--- config.mk ---
export PLATFORM = sky130hd
export DESIGN_NAME = perceptron_ctrl
export DESIGN_NICKNAME = d
export VERILOG_FILES = /design/src/rtl/perceptron_pkg.sv /design/src/rtl/sat_step.sv /design/src/rtl/perceptron_ctrl.sv
export SDC_FILE = /design/constraint.sdc
export NUM_CORES = 1
export LEC_CHECK = 0
export ABC_CLOCK_PERIOD_IN_PS = 4100
export CAP_MARGIN = 20
export CELL_PAD_IN_SITES_DETAIL_PLACEMENT = 1
export CELL_PAD_IN_SITES_GLOBAL_PLACEMENT = 1
export CORE_UTILIZATION = 47
export CTS_BUF_LIST = sky130_fd_sc_hd__clkbuf_2
export DETAILED_ROUTE_END_ITERATION = 12
export PLACE_DENSITY_LB_ADDON = 0.1
export SYNTH_ARGS = -nofsm -noshare
export SYNTH_HDL_FRONTEND = slang
export SYNTH_HIERARCHICAL = 1
export SYNTH_SLANG_ARGS = --single-unit
--- constraint.sdc ---
create_clock -name clk -period 4.1 [get_ports clk]
set_clock_uncertainty 0.15 [all_clocks]
set_input_delay 0.82 -clock clk [delete_from_list [all_inputs] [get_ports clk]]
set_output_delay 0.82 -clock clk [all_outputs]
set_load 0.05 [all_outputs]
--- src/rtl/perceptron_pkg.sv ---
// Shared encodings and default sizing for the single-neuron perceptron controller.
package perceptron_pkg;

    localparam int PCT_N_IN      = 8;
    localparam int PCT_W_WIDTH   = 4;
    localparam int PCT_ACC_WIDTH = 8;

    typedef enum logic [1:0] {
        OP_LOAD_W = 2'b00,
        OP_LOAD_B = 2'b01,
        OP_INFER  = 2'b10,
        OP_TRAIN  = 2'b11
    } op_e;

    typedef enum logic [1:0] {
        ST_IDLE   = 2'd0,
        ST_ACCUM  = 2'd1,
        ST_DECIDE = 2'd2,
        ST_UPDATE = 2'd3
    } state_e;

endpackage

--- src/rtl/sat_step.sv ---
// Signed +1/-1 step that clamps at the two's-complement limits instead of wrapping.
module sat_step #(
    parameter int W = 4
) (
    input  logic [W-1:0] val_i,
    input  logic         up_i,
    output logic [W-1:0] res_o
);

    localparam logic [W-1:0] MAX_V = {1'b0, {(W-1){1'b1}}};
    localparam logic [W-1:0] MIN_V = {1'b1, {(W-1){1'b0}}};

    always_comb begin
        if (up_i) begin
            res_o = (val_i == MAX_V) ? MAX_V : val_i + W'(1);
        end else begin
            res_o = (val_i == MIN_V) ? MIN_V : val_i - W'(1);
        end
    end

endmodule

--- src/rtl/perceptron_ctrl.sv ---
// Command sequencer and weight store: bit-serial accumulate, threshold, and
// perceptron-rule weight update on a training mismatch.
module perceptron_ctrl
    import perceptron_pkg::*;
#(
    parameter int N_IN      = PCT_N_IN,
    parameter int W_WIDTH   = PCT_W_WIDTH,
    parameter int ACC_WIDTH = PCT_ACC_WIDTH,
    localparam int IDX_W    = (N_IN > 1) ? $clog2(N_IN) : 1
) (
    input  logic                 clk,
    input  logic                 rst_n,
    input  logic                 cmd_valid,
    output logic                 cmd_ready,
    input  logic [1:0]           cmd_op,
    input  logic [IDX_W-1:0]     cmd_addr,
    input  logic [N_IN-1:0]      cmd_data,
    input  logic                 cmd_label,
    output logic                 res_valid,
    output logic                 res_out,
    output logic [ACC_WIDTH-1:0] res_acc,
    output logic                 res_err,
    input  logic [IDX_W-1:0]     rd_addr,
    output logic [W_WIDTH-1:0]   rd_data,
    output logic [W_WIDTH-1:0]   rd_bias
);

    localparam logic [1:0] S_IDLE   = ST_IDLE;
    localparam logic [1:0] S_ACCUM  = ST_ACCUM;
    localparam logic [1:0] S_DECIDE = ST_DECIDE;
    localparam logic [1:0] S_UPDATE = ST_UPDATE;
    localparam logic [IDX_W-1:0] IDX_LAST = IDX_W'(N_IN - 1);

    logic [1:0]           state_q, state_d;
    logic [IDX_W-1:0]     idx_q, idx_d;
    logic [N_IN-1:0]      x_q, x_d;
    logic                 label_q, label_d;
    logic                 train_q, train_d;
    logic [ACC_WIDTH-1:0] acc_q, acc_d;
    logic [ACC_WIDTH-1:0] res_acc_q, res_acc_d;
    logic                 res_out_q, res_out_d;
    logic                 res_err_q, res_err_d;
    logic                 res_valid_q, res_valid_d;
    logic [W_WIDTH-1:0]   bias_q, bias_d;
    logic [W_WIDTH-1:0]   w_q [N_IN];
    logic [W_WIDTH-1:0]   w_d [N_IN];

    logic                 accept;
    logic                 load_w_we;
    logic                 upd_we;
    logic                 mismatch;
    logic [W_WIDTH-1:0]   w_cur;
    logic [W_WIDTH-1:0]   w_step;
    logic [W_WIDTH-1:0]   bias_step;
    logic [ACC_WIDTH-1:0] w_sext;
    logic [ACC_WIDTH-1:0] bias_sext;

    // Ready is gated by rst_n so nothing can be accepted during reset.
    assign cmd_ready = rst_n && (state_q == S_IDLE);
    assign accept    = cmd_valid && cmd_ready;
    assign load_w_we = accept && (cmd_op == OP_LOAD_W);
    assign upd_we    = (state_q == S_UPDATE) && x_q[idx_q];

    assign w_cur     = w_q[idx_q];
    assign w_sext    = {{(ACC_WIDTH-W_WIDTH){w_cur[W_WIDTH-1]}}, w_cur};
    assign bias_sext = {{(ACC_WIDTH-W_WIDTH){bias_q[W_WIDTH-1]}}, bias_q};
    assign mismatch  = train_q && ((~acc_q[ACC_WIDTH-1]) != label_q);

    sat_step #(.W(W_WIDTH)) u_w_step (
        .val_i (w_cur),
        .up_i  (label_q),
        .res_o (w_step)
    );

    sat_step #(.W(W_WIDTH)) u_bias_step (
        .val_i (bias_q),
        .up_i  (label_q),
        .res_o (bias_step)
    );

    // Each weight takes a host load or, during UPDATE, its own stepped value.
    genvar gi;
    generate
        for (gi = 0; gi < N_IN; gi++) begin : g_w
            assign w_d[gi] = (load_w_we && (cmd_addr == IDX_W'(gi))) ? cmd_data[W_WIDTH-1:0] :
                             (upd_we && (idx_q == IDX_W'(gi)))       ? w_step :
                                                                       w_q[gi];
        end
    endgenerate

    always_comb begin
        state_d     = state_q;
        idx_d       = idx_q;
        x_d         = x_q;
        label_d     = label_q;
        train_d     = train_q;
        acc_d       = acc_q;
        res_acc_d   = res_acc_q;
        res_out_d   = res_out_q;
        res_err_d   = res_err_q;
        res_valid_d = 1'b0;
        bias_d      = bias_q;

        case (state_q)
            S_IDLE: begin
                if (accept) begin
                    if (cmd_op == OP_LOAD_B) begin
                        bias_d = cmd_data[W_WIDTH-1:0];
                    end else if (cmd_op == OP_INFER || cmd_op == OP_TRAIN) begin
                        x_d     = cmd_data;
                        label_d = cmd_label;
                        train_d = (cmd_op == OP_TRAIN);
                        acc_d   = bias_sext;
                        idx_d   = '0;
                        state_d = S_ACCUM;
                    end
                end
            end
            S_ACCUM: begin
                if (x_q[idx_q]) begin
                    acc_d = acc_q + w_sext;
                end
                if (idx_q == IDX_LAST) begin
                    idx_d   = '0;
                    state_d = S_DECIDE;
                end else begin
                    idx_d = idx_q + IDX_W'(1);
                end
            end
            S_DECIDE: begin
                res_acc_d   = acc_q;
                res_out_d   = ~acc_q[ACC_WIDTH-1];
                res_err_d   = mismatch;
                res_valid_d = 1'b1;
                idx_d       = '0;
                state_d     = mismatch ? S_UPDATE : S_IDLE;
            end
            S_UPDATE: begin
                if (idx_q == '0) begin
                    bias_d = bias_step;
                end
                if (idx_q == IDX_LAST) begin
                    idx_d   = '0;
                    state_d = S_IDLE;
                end else begin
                    idx_d = idx_q + IDX_W'(1);
                end
            end
            default: begin
                state_d = S_IDLE;
            end
        endcase
    end

    always_ff @(posedge clk) begin
        if (!rst_n) begin
            state_q     <= S_IDLE;
            idx_q       <= '0;
            x_q         <= '0;
            label_q     <= 1'b0;
            train_q     <= 1'b0;
            acc_q       <= '0;
            res_acc_q   <= '0;
            res_out_q   <= 1'b0;
            res_err_q   <= 1'b0;
            res_valid_q <= 1'b0;
            bias_q      <= '0;
            for (int i = 0; i < N_IN; i++) begin
                w_q[i] <= '0;
            end
        end else begin
            state_q     <= state_d;
            idx_q       <= idx_d;
            x_q         <= x_d;
            label_q     <= label_d;
            train_q     <= train_d;
            acc_q       <= acc_d;
            res_acc_q   <= res_acc_d;
            res_out_q   <= res_out_d;
            res_err_q   <= res_err_d;
            res_valid_q <= res_valid_d;
            bias_q      <= bias_d;
            for (int i = 0; i < N_IN; i++) begin
                w_q[i] <= w_d[i];
            end
        end
    end

    assign res_valid = res_valid_q;
    assign res_out   = res_out_q;
    assign res_acc   = res_acc_q;
    assign res_err   = res_err_q;
    assign rd_data   = w_q[rd_addr];
    assign rd_bias   = bias_q;

endmodule

# After elaboration in Yosys (flattened, before gate mapping)

Memory sizes are Yosys's and may differ from the RTL's. A register that Yosys moved wholly into a read port is not among the register bits.
Index checks and enable logic that the tools add are counted.

Flip-flop bits (word level): 38
Bits in writable memories: 32
Input port bits: 20
Output and inout port bits: 20
Logic and storage cells: 170
Memories: 1

Memories:

| name | depth | bits a word | read ports | clocked after Yosys merged registers in | wr ports | line                  | source |
|---|---|---|---|---|---|---|---|
| w_q  | 8     | 4           | 2          | 1                                       | 8        | perceptron_ctrl.sv:45 | `logic [W_WIDTH-1:0] w_q [N_IN];` |

$add $sub $neg: 6
Magnitude comparators: 1
Equal/unequal tests: 41
Muxes and demuxes: 58
Bitwise logic cells: 10
Reduce and logical (&&, ||, !) cells: 42

Operators by type and width:

| kind                  | number |
|---|---|
| $mux W4               | 33 |
| $mux W8               | 4 |
| $eq A3 B3 Y1 const B  | 8 |
| $ne A2 B2 Y1 const B  | 12 |
| $logic_and A1 B1 Y1   | 21 |
| $mux W3               | 6 |
| $pmux W8 S2           | 1 |
| $reduce_and A2 Y1     | 8 |
| $eq A3 B2 Y1 const B  | 4 |
| $mux W2               | 6 |
| $reduce_and A5 Y1     | 2 |
| $pmux W3 S3           | 1 |
| $add A4 B1 Y4 const B | 2 |
| $add A8 B8 Y8         | 1 |
| $eq A2 B2 Y1 const B  | 4 |
| $eq A4 B3 Y1 const B  | 2 |
| $eq A4 B4 Y1 const B  | 2 |
| $ne A2 B1 Y1 const B  | 4 |
| $or A1 B1 Y1          | 8 |
| $pmux W2 S4           | 1 |
| $pmux W4 S2           | 1 |
| $reduce_and A4 Y1     | 2 |
| $sub A4 B1 Y4 const B | 2 |
| $eq A3 B1 Y1 const B  | 2 |
| 13 further kinds      | 21 |

# Depth between registers and ports, before layout

Gate-level depths: netlist of run 1.

Depth in word-level cells: 8
Depth in mapped cells: 12
Depth with buffers taken out: 11

# By module

Netlist of run 1, hierarchy kept.

Modules (own cells, without submodules):

| module          | instances | cells each | area each (sq um) | seq. area each (sq um) |
|---|---|---|---|---|
| perceptron_ctrl | 1         | 413        | 4279.1            | 1781.7 |
| sat_step        | 2         | 26         | 178.9             | 0.0 |

# Worst setup path before layout of run 1

OpenSTA, ideal clock, no wires.

Kind: in2reg
Start point: input rst_n
End point: register acc_q[1]
Library setup time: 132 ps
Arrival time: 2923 ps
Required time: 3818 ps
Slack: 895 ps
Stages: 6
Path buffers: 1
Cell sequence: nor3b_1 > nand3_1 > o21ai_2 > buf_4 > mux2i_1 > nor2_1

Word-level cells in the longest chain between the ends: 4

RTL lines:

| what                               | line                   | source |
|---|---|---|
| from (decl)                        | perceptron_ctrl.sv:12  | `input logic rst_n,` |
| $logic_and A1 B1 Y1                | perceptron_ctrl.sv:59  | `assign cmd_ready = rst_n && (state_q == S_IDLE);` |
| $logic_and A1 B1 Y1                | perceptron_ctrl.sv:60  | `assign accept = cmd_valid && cmd_ready;` |
| $ne A2 B2 Y1 (no source line)      | -                      |  |
| $reduce_and A5 Y1 (no source line) | -                      |  |
| to (signal assigned)               | perceptron_ctrl.sv:162 | `acc_q <= '0;` |
| to (signal assigned)               | perceptron_ctrl.sv:177 | `acc_q <= acc_d;` |
| to (decl)                          | perceptron_ctrl.sv:39  | `logic [ACC_WIDTH-1:0] acc_q, acc_d;` |

Parallel ways exist; a longest one is shown, timed or not.
A chain may end at the register's enable or synchronous reset.

# Worst setup path after layout of run 1

Start point: input rd_addr[0]
End point: output rd_data[2]

Word-level cells in the longest chain between the ends: 1

RTL lines:

| what          | line                  | source |
|---|---|---|
| from (decl)   | perceptron_ctrl.sv:23 | `input logic [IDX_W-1:0] rd_addr,` |
| $mem_v2 Z8 W4 | -                     |  |
| to (decl)     | perceptron_ctrl.sv:24 | `output logic [W_WIDTH-1:0] rd_data,` |

No other way between the ends.

==> results_dict.tcl, run 1 <==
set metrics [dict create \
    yosysWarnings 6 \
    grt_pass1_vias 3778 \
    finalNetCount 525 \
    tightest_slew_ps 960 \
    die_h_microns 101 \
    routed.top_layer "met4" \
    clk_latency_ps 550 \
    synth_cell_types 61 \
    cts_resized 0 \
    max-vdd-ir-drop_uv 200 \
    finalHoldViolations 0 \
    drive_gt1_frac 0.122 \
    dp.cells 605 \
    ys_top_cells_by_count "nand2_1 (57), dfxtp_1 (41), nor2b_1 (37)" \
    rows 35 \
    final_util 0.552 \
    worstHoldStart "res_acc[7]" \
    synth_simple_gate_area_share 0.197 \
    swShare 0.304 \
    wl_met1_microns 5830 \
    postSynthCellCount 465 \
    dp_hpwl_microns 9700 \
    synth-edff-count 32 \
    clock-sinks 73 \
    synth_async_sr_flop_share 0 \
    grt_pass1_wl_microns 20700 \
    ys.flop_type "dfxtp_1" \
    arrival_ps 2660 \
    ys_top_cells_by_area "edfxtp_1 (21%), dfxtp_1 (18%), mux4_2 (5.8%)" \
    rsz0062_at_grt "no" \
    drv_slew 0 \
    sequentialPowerShare 0.513 \
    syn_nets 503 \
    routedWlPerCell_microns 20.7 \
    numCtsBuffers 9 \
    startpoint_type "input pin" \
    cp.required_ps 3130 \
    drc 0 \
    status "finished, final reports clean" \
    grt.total_usage 0.271 \
    setup.worst_path.end_class "output pin" \
    cts_buffer_depth 2 \
    p_clk_frac 0.289 \
    cap_viol_max_count 0 \
    timing.setup.tns_ps 0 \
    wirelength_microns 12800 \
    core_area_sq_um 9420 \
    cts_max_level 3 \
    dr.pass1.iters 4 \
    grt_antenna_before_repair 0 \
    dieWidth_microns 101 \
    max_freq_mhz 275 \
    drt-initial-drc-count 219 \
    num-fill-cells 1056 \
    io_buffers 39 \
    post-route-period-util 0.886 \
    post_cts_buffers 0 \
    min_path_type "reg -> reg" \
    syn_area_sq_um 4640 \
    antenna_left 0 \
    grt_overflow 0 \
    area_delta_synth_final_pct 12.0 \
    p_leak_uw 0.00186 \
    synth-compound-area-share 0.162 \
    vias 3725 \
    start_util 0.492 \
    wl_met3_microns 566 \
    cts-root-buf "clkbuf_2" \
    seq_area_frac_synth 0.384 \
    ys_ff_latch 73 \
    startpoint "rd_addr[0]" \
    final.min_clock_period_ps 3630 \
    final_cells 621 \
    diodes 0 \
    combPwrFrac 0.198 \
    p_int_uw 1130 \
    powerDensity_nw_per_um2 312 \
    multiInputGateArea_sq_um 2620 \
    hold_buffers 0 \
    critPathMaxFanout 8 \
    grt_max_degree 46 \
    yosys.cell_count.top_type "nand2_1" \
    synth_top_family_by_area "simple AND/OR/NAND/NOR gates" \
    clk_pin_slew_ps 200 \
    setup_viol 0 \
    total_power_uw 1620 \
    routed_via_density 6.00 \
    postSynthAreaPerCell_sq_um 9.97 \
    cts_tree "done" \
    synth_top_area_cell "edfxtp_1" \
    regArea_sq_um 1780 \
    switching_power_uw 494 \
    dieArea_sq_um 10300 \
    dr_wl_met2_microns 6090 \
    synthXorXnorAreaFrac 0.0130 \
    synth_adder_area_share 0.0502 \
    synth_mux_area_frac 0.143 \
    synth_top_area_frac 0.207 \
    io_pins 40 \
    finalWeightedCongestion 0.915 \
    crit_type "in -> out" \
    max-slew-margin-rel 0.358 \
]
## layout make-up
class                   instances  share of cell area
multi-input cells             340               0.504
clock inverters                 6              0.0159
well taps                     129              0.0311
repair buffers                 44              0.0824
inverters                      19              0.0137
clock buffers                  10             0.00963
flip-flops and latches         73               0.343
## routing by layer
layer / vias up / GRT usage
met5: - / 0
met4: 0 / 0.109
met3: 27 / 0.0359
met2: 113 / 0.440
met1: 1845 / 0.369
li1: 1740 / -
## state kept, by name, summed over array words and instances (netlist names), named ones only
| name | count |
|---|---|
| w_q | 32 |
| acc_q | 8 |
| res_acc | 8 |
| x_q | 8 |
| rd_bias | 4 |
| idx_q | 3 |
| state_q | 2 |
| label_q | 1 |
| res_err | 1 |
| res_out | 1 |
| res_valid | 1 |
| train_q | 1 |
## placed cells by master (no fill, tap or decap), types with 3 or more instances in the layout
master           instances
a21oi_1                 12
clkdlybuf4s50_1         34
a31oi_1                  3
nor3_1                   4
a311oi_2                 3
o211ai_1                 3
mux2i_1                 13
and2_1                   9
nor3b_1                  3
inv_1                   19
ha_1                    17
edfxtp_1                32
mux2_2                   6
nand3_1                 20
buf_4                    9
a22oi_1                 24
nor2_1                  19
nand2_1                 57
dfxtp_1                 41
a21boi_0                19
mux4_1                   6
clkbuf_2                10
nand2b_1                 4
clkinv_2                 3
o211a_1                  4
nand3b_1                 4
xnor2_1                  4
a21oi_2                  3
or3_1                    7
o21ai_0                 11
nor2b_1                 37
mux4_2                  12
## power by group through the flow
stage,combinational [uW],sequential (uW),clock [uW]
after floorplan,224,838,0
after global placement,309,844,0
after detailed placement,320,848,0
after CTS,321,832,476
after global routing,347,838,505
final,321,833,469
## critical path, stage by stage
cell and delay (ps):
clkdlybuf4s50_1 800, mux4_2 570, mux2_2 280, buf_4 190
## worst paths after layout
| path | endpoint | slack [ps] | cells past startpoint |
|---|---|---|---|
| min | res_acc[7] | 330 | 2 |
| max reg2reg | w_q[5][3] | 500 | 10 |
| max | rd_data[2] | 470 | 4 |
| min reg2reg | res_acc[7] | 330 | 2 |
## cell families (layout without fill, tap and decap cells)
family	after synthesis	count (layout)
buffers and inverters	52	79
adders and majority gates	18	18
xor gates and xnor gates	6	6
DFF	73	73
and+or+nand+nor	176	176
muxes	39	39
AOI/OAI and AO/OA	101	101
## per-stage QoR
stage	hold WS (ps)	cell area, sq um	setup WS (ps)
3_3_place_gp	298	5060	509
3_5_place_dp	306	5060	433
2_1_floorplan	290	4640	895
5_1_grt	356	5190	321
6_report	327	5190	466
4_1_cts	333	5190	434
(Power assumes the default switching activity.)
==> run 2, diff against run 1 <==
--- a/config.mk
+++ b/config.mk
@@ -9,6 +9,7 @@
 export CAP_MARGIN = 20
 export CELL_PAD_IN_SITES_DETAIL_PLACEMENT = 1
 export CELL_PAD_IN_SITES_GLOBAL_PLACEMENT = 1
+export CORE_MARGIN = 2
 export CORE_UTILIZATION = 47
 export CTS_BUF_LIST = sky130_fd_sc_hd__clkbuf_2
 export DETAILED_ROUTE_END_ITERATION = 12
==> results_dict.tcl, run 2 (synthesized netlist as in run 1, its figures left out) <==
set metrics [dict create \
    grtUsageMet2 0.402 \
    met1_usage 0.349 \
    p_leak_uw 0.00186 \
    setup_viol 0 \
    grt_pass1_wl_microns 19800 \
    total_power_uw 1640 \
    finalWeightedCongestion 0.934 \
    dieArea_sq_um 10700 \
    use_met3 0.0262 \
    routed_via_density 5.91 \
    clk_latency_ps 580 \
    status "finished, final reports clean" \
    grt_antenna_before_repair 0 \
    cp.required_ps 3130 \
    startpoint_type "input pin" \
    powerDensity_nw_per_um2 315 \
    antenna_left 0 \
    post-route-period-util 0.881 \
    rsz0062_at_grt "no" \
    diodes 0 \
    crit_cells 4 \
    final_design_area_no_fill_sq_um 5200 \
    max-slew-margin-rel 0.383 \
    dieWidth_microns 103 \
    critPathMaxFanout 8 \
    timing.setup.tns_ps 0 \
    max_stage_delay_ps 790 \
    min_path_type "reg -> reg" \
    rows 36 \
    dpl_cell_area_sq_um 5060 \
    cts_resized 0 \
    crit_type "in -> out" \
    tightest_slew_ps 922 \
    die_h_microns 103 \
    path_cells "clkdlybuf4s50_1 > mux4_2 > mux2_2 > buf_4" \
    final_cell_mix "nand2_1 (57), dfxtp_1 (41), nor2b_1 (37)" \
    mostFrequentLayoutCell "nand2_1" \
    hold_buffers 0 \
    routedWlPerCell_microns 19.9 \
    io_buffers 39 \
    r2r_cells 10 \
    cts_max_level 3 \
    grt_busiest_layer "met2" \
    dp_hpwl_microns 9250 \
    grt_overflow 0 \
    grt.total_usage 0.249 \
    cts_buffer_depth 2 \
    clock-sinks 73 \
    drc 0 \
    post_cts_buffers 0 \
    finalHoldViolations 0 \
    drt-initial-drc-count 188 \
    area_delta_synth_final_pct 12.1 \
    top_register "w_q" \
    max_freq_mhz 277 \
    clk_pin_slew_ps 210 \
    wirelength_microns 12400 \
    setup.worst_path.end_class "output pin" \
    final_util 0.537 \
    drv_slew 0 \
    vias 3685 \
    worst-path-buf-inv 2 \
    start_util 0.479 \
    drive_gt1_frac 0.120 \
    path_delay_family "buffers and inverters" \
    hold_path_depth 2 \
    dr.pass1.iters 4 \
    cts_tree "done" \
    max-vdd-ir-drop_uv 152 \
    numCtsBuffers 9 \
    final.min_clock_period_ps 3610 \
    largest_register_ffs 32 \
    cap_viol_max_count 0 \
    finalNetCount 524 \
    grt_max_degree 65 \
    arrival_ps 2640 \
    io_pins 40 \
    slowest_stage "clkdlybuf4s50_1" \
    core_area_sq_um 9680 \
    cts-root-buf "clkbuf_2" \
    grt_pass1_vias 3661 \
]
## run 2: cell count changes in the layout (fill, tap and decap cells not counted)
cell	before	now
clkinv_2	3	2
clkinv_4	0	2
buf_4	9	8
clkbuf_2	10	9
## run 2: worst paths after layout
| kind | startpoint | endpoint | slack, ps |
|---|---|---|---|
| setup / recovery | rd_addr[0] | rd_data[1] | 490 |
| setup reg to reg | flip-flop | w_q[3][3] | 540 |
| hold reg to reg | res_err | res_err | 330 |
| hold / removal | res_err | res_err | 330 |
## run 2: layout make-up
class / count / area (sq um)
Fill cell: 1084 / 4480
Multi-Input combinational cell: 340 / 2620
Timing Repair Buffer: 43 / 420
Sequential cell: 73 / 1780
Clock buffer: 9 / 45.0
Tap cell: 133 / 166
Clock inverter: 7 / 95.1
Inverter: 19 / 71.3
## run 2: tightest hold or removal path: stages (launching register included)
cell	delay, ps
dfxtp_1	360
nand2_1	50
a21oi_1	50
## run 2: metal layers
layer,vias up,part of all wire
li1,1740,-
met1,1843,0.46
met2,87,0.48
met3,15,0.041
met4,0,0.016
met5,-,0
## run 2: metrics by stage
stage | hold WS, ps | instances | setup WS (ps)
6_report | 329 | 624 | 486
5_1_grt | 354 | 624 | 259
2_1_floorplan | 290 | 465 | 895
3_3_place_gp | 298 | 608 | 512
4_1_cts | 337 | 624 | 460
3_5_place_dp | 314 | 608 | 466
## run 2: report_power, final
part / switching, uW / internal [uW]
combinational: 183 / 137
sequential: 39.2 / 791
clock: 284 / 201
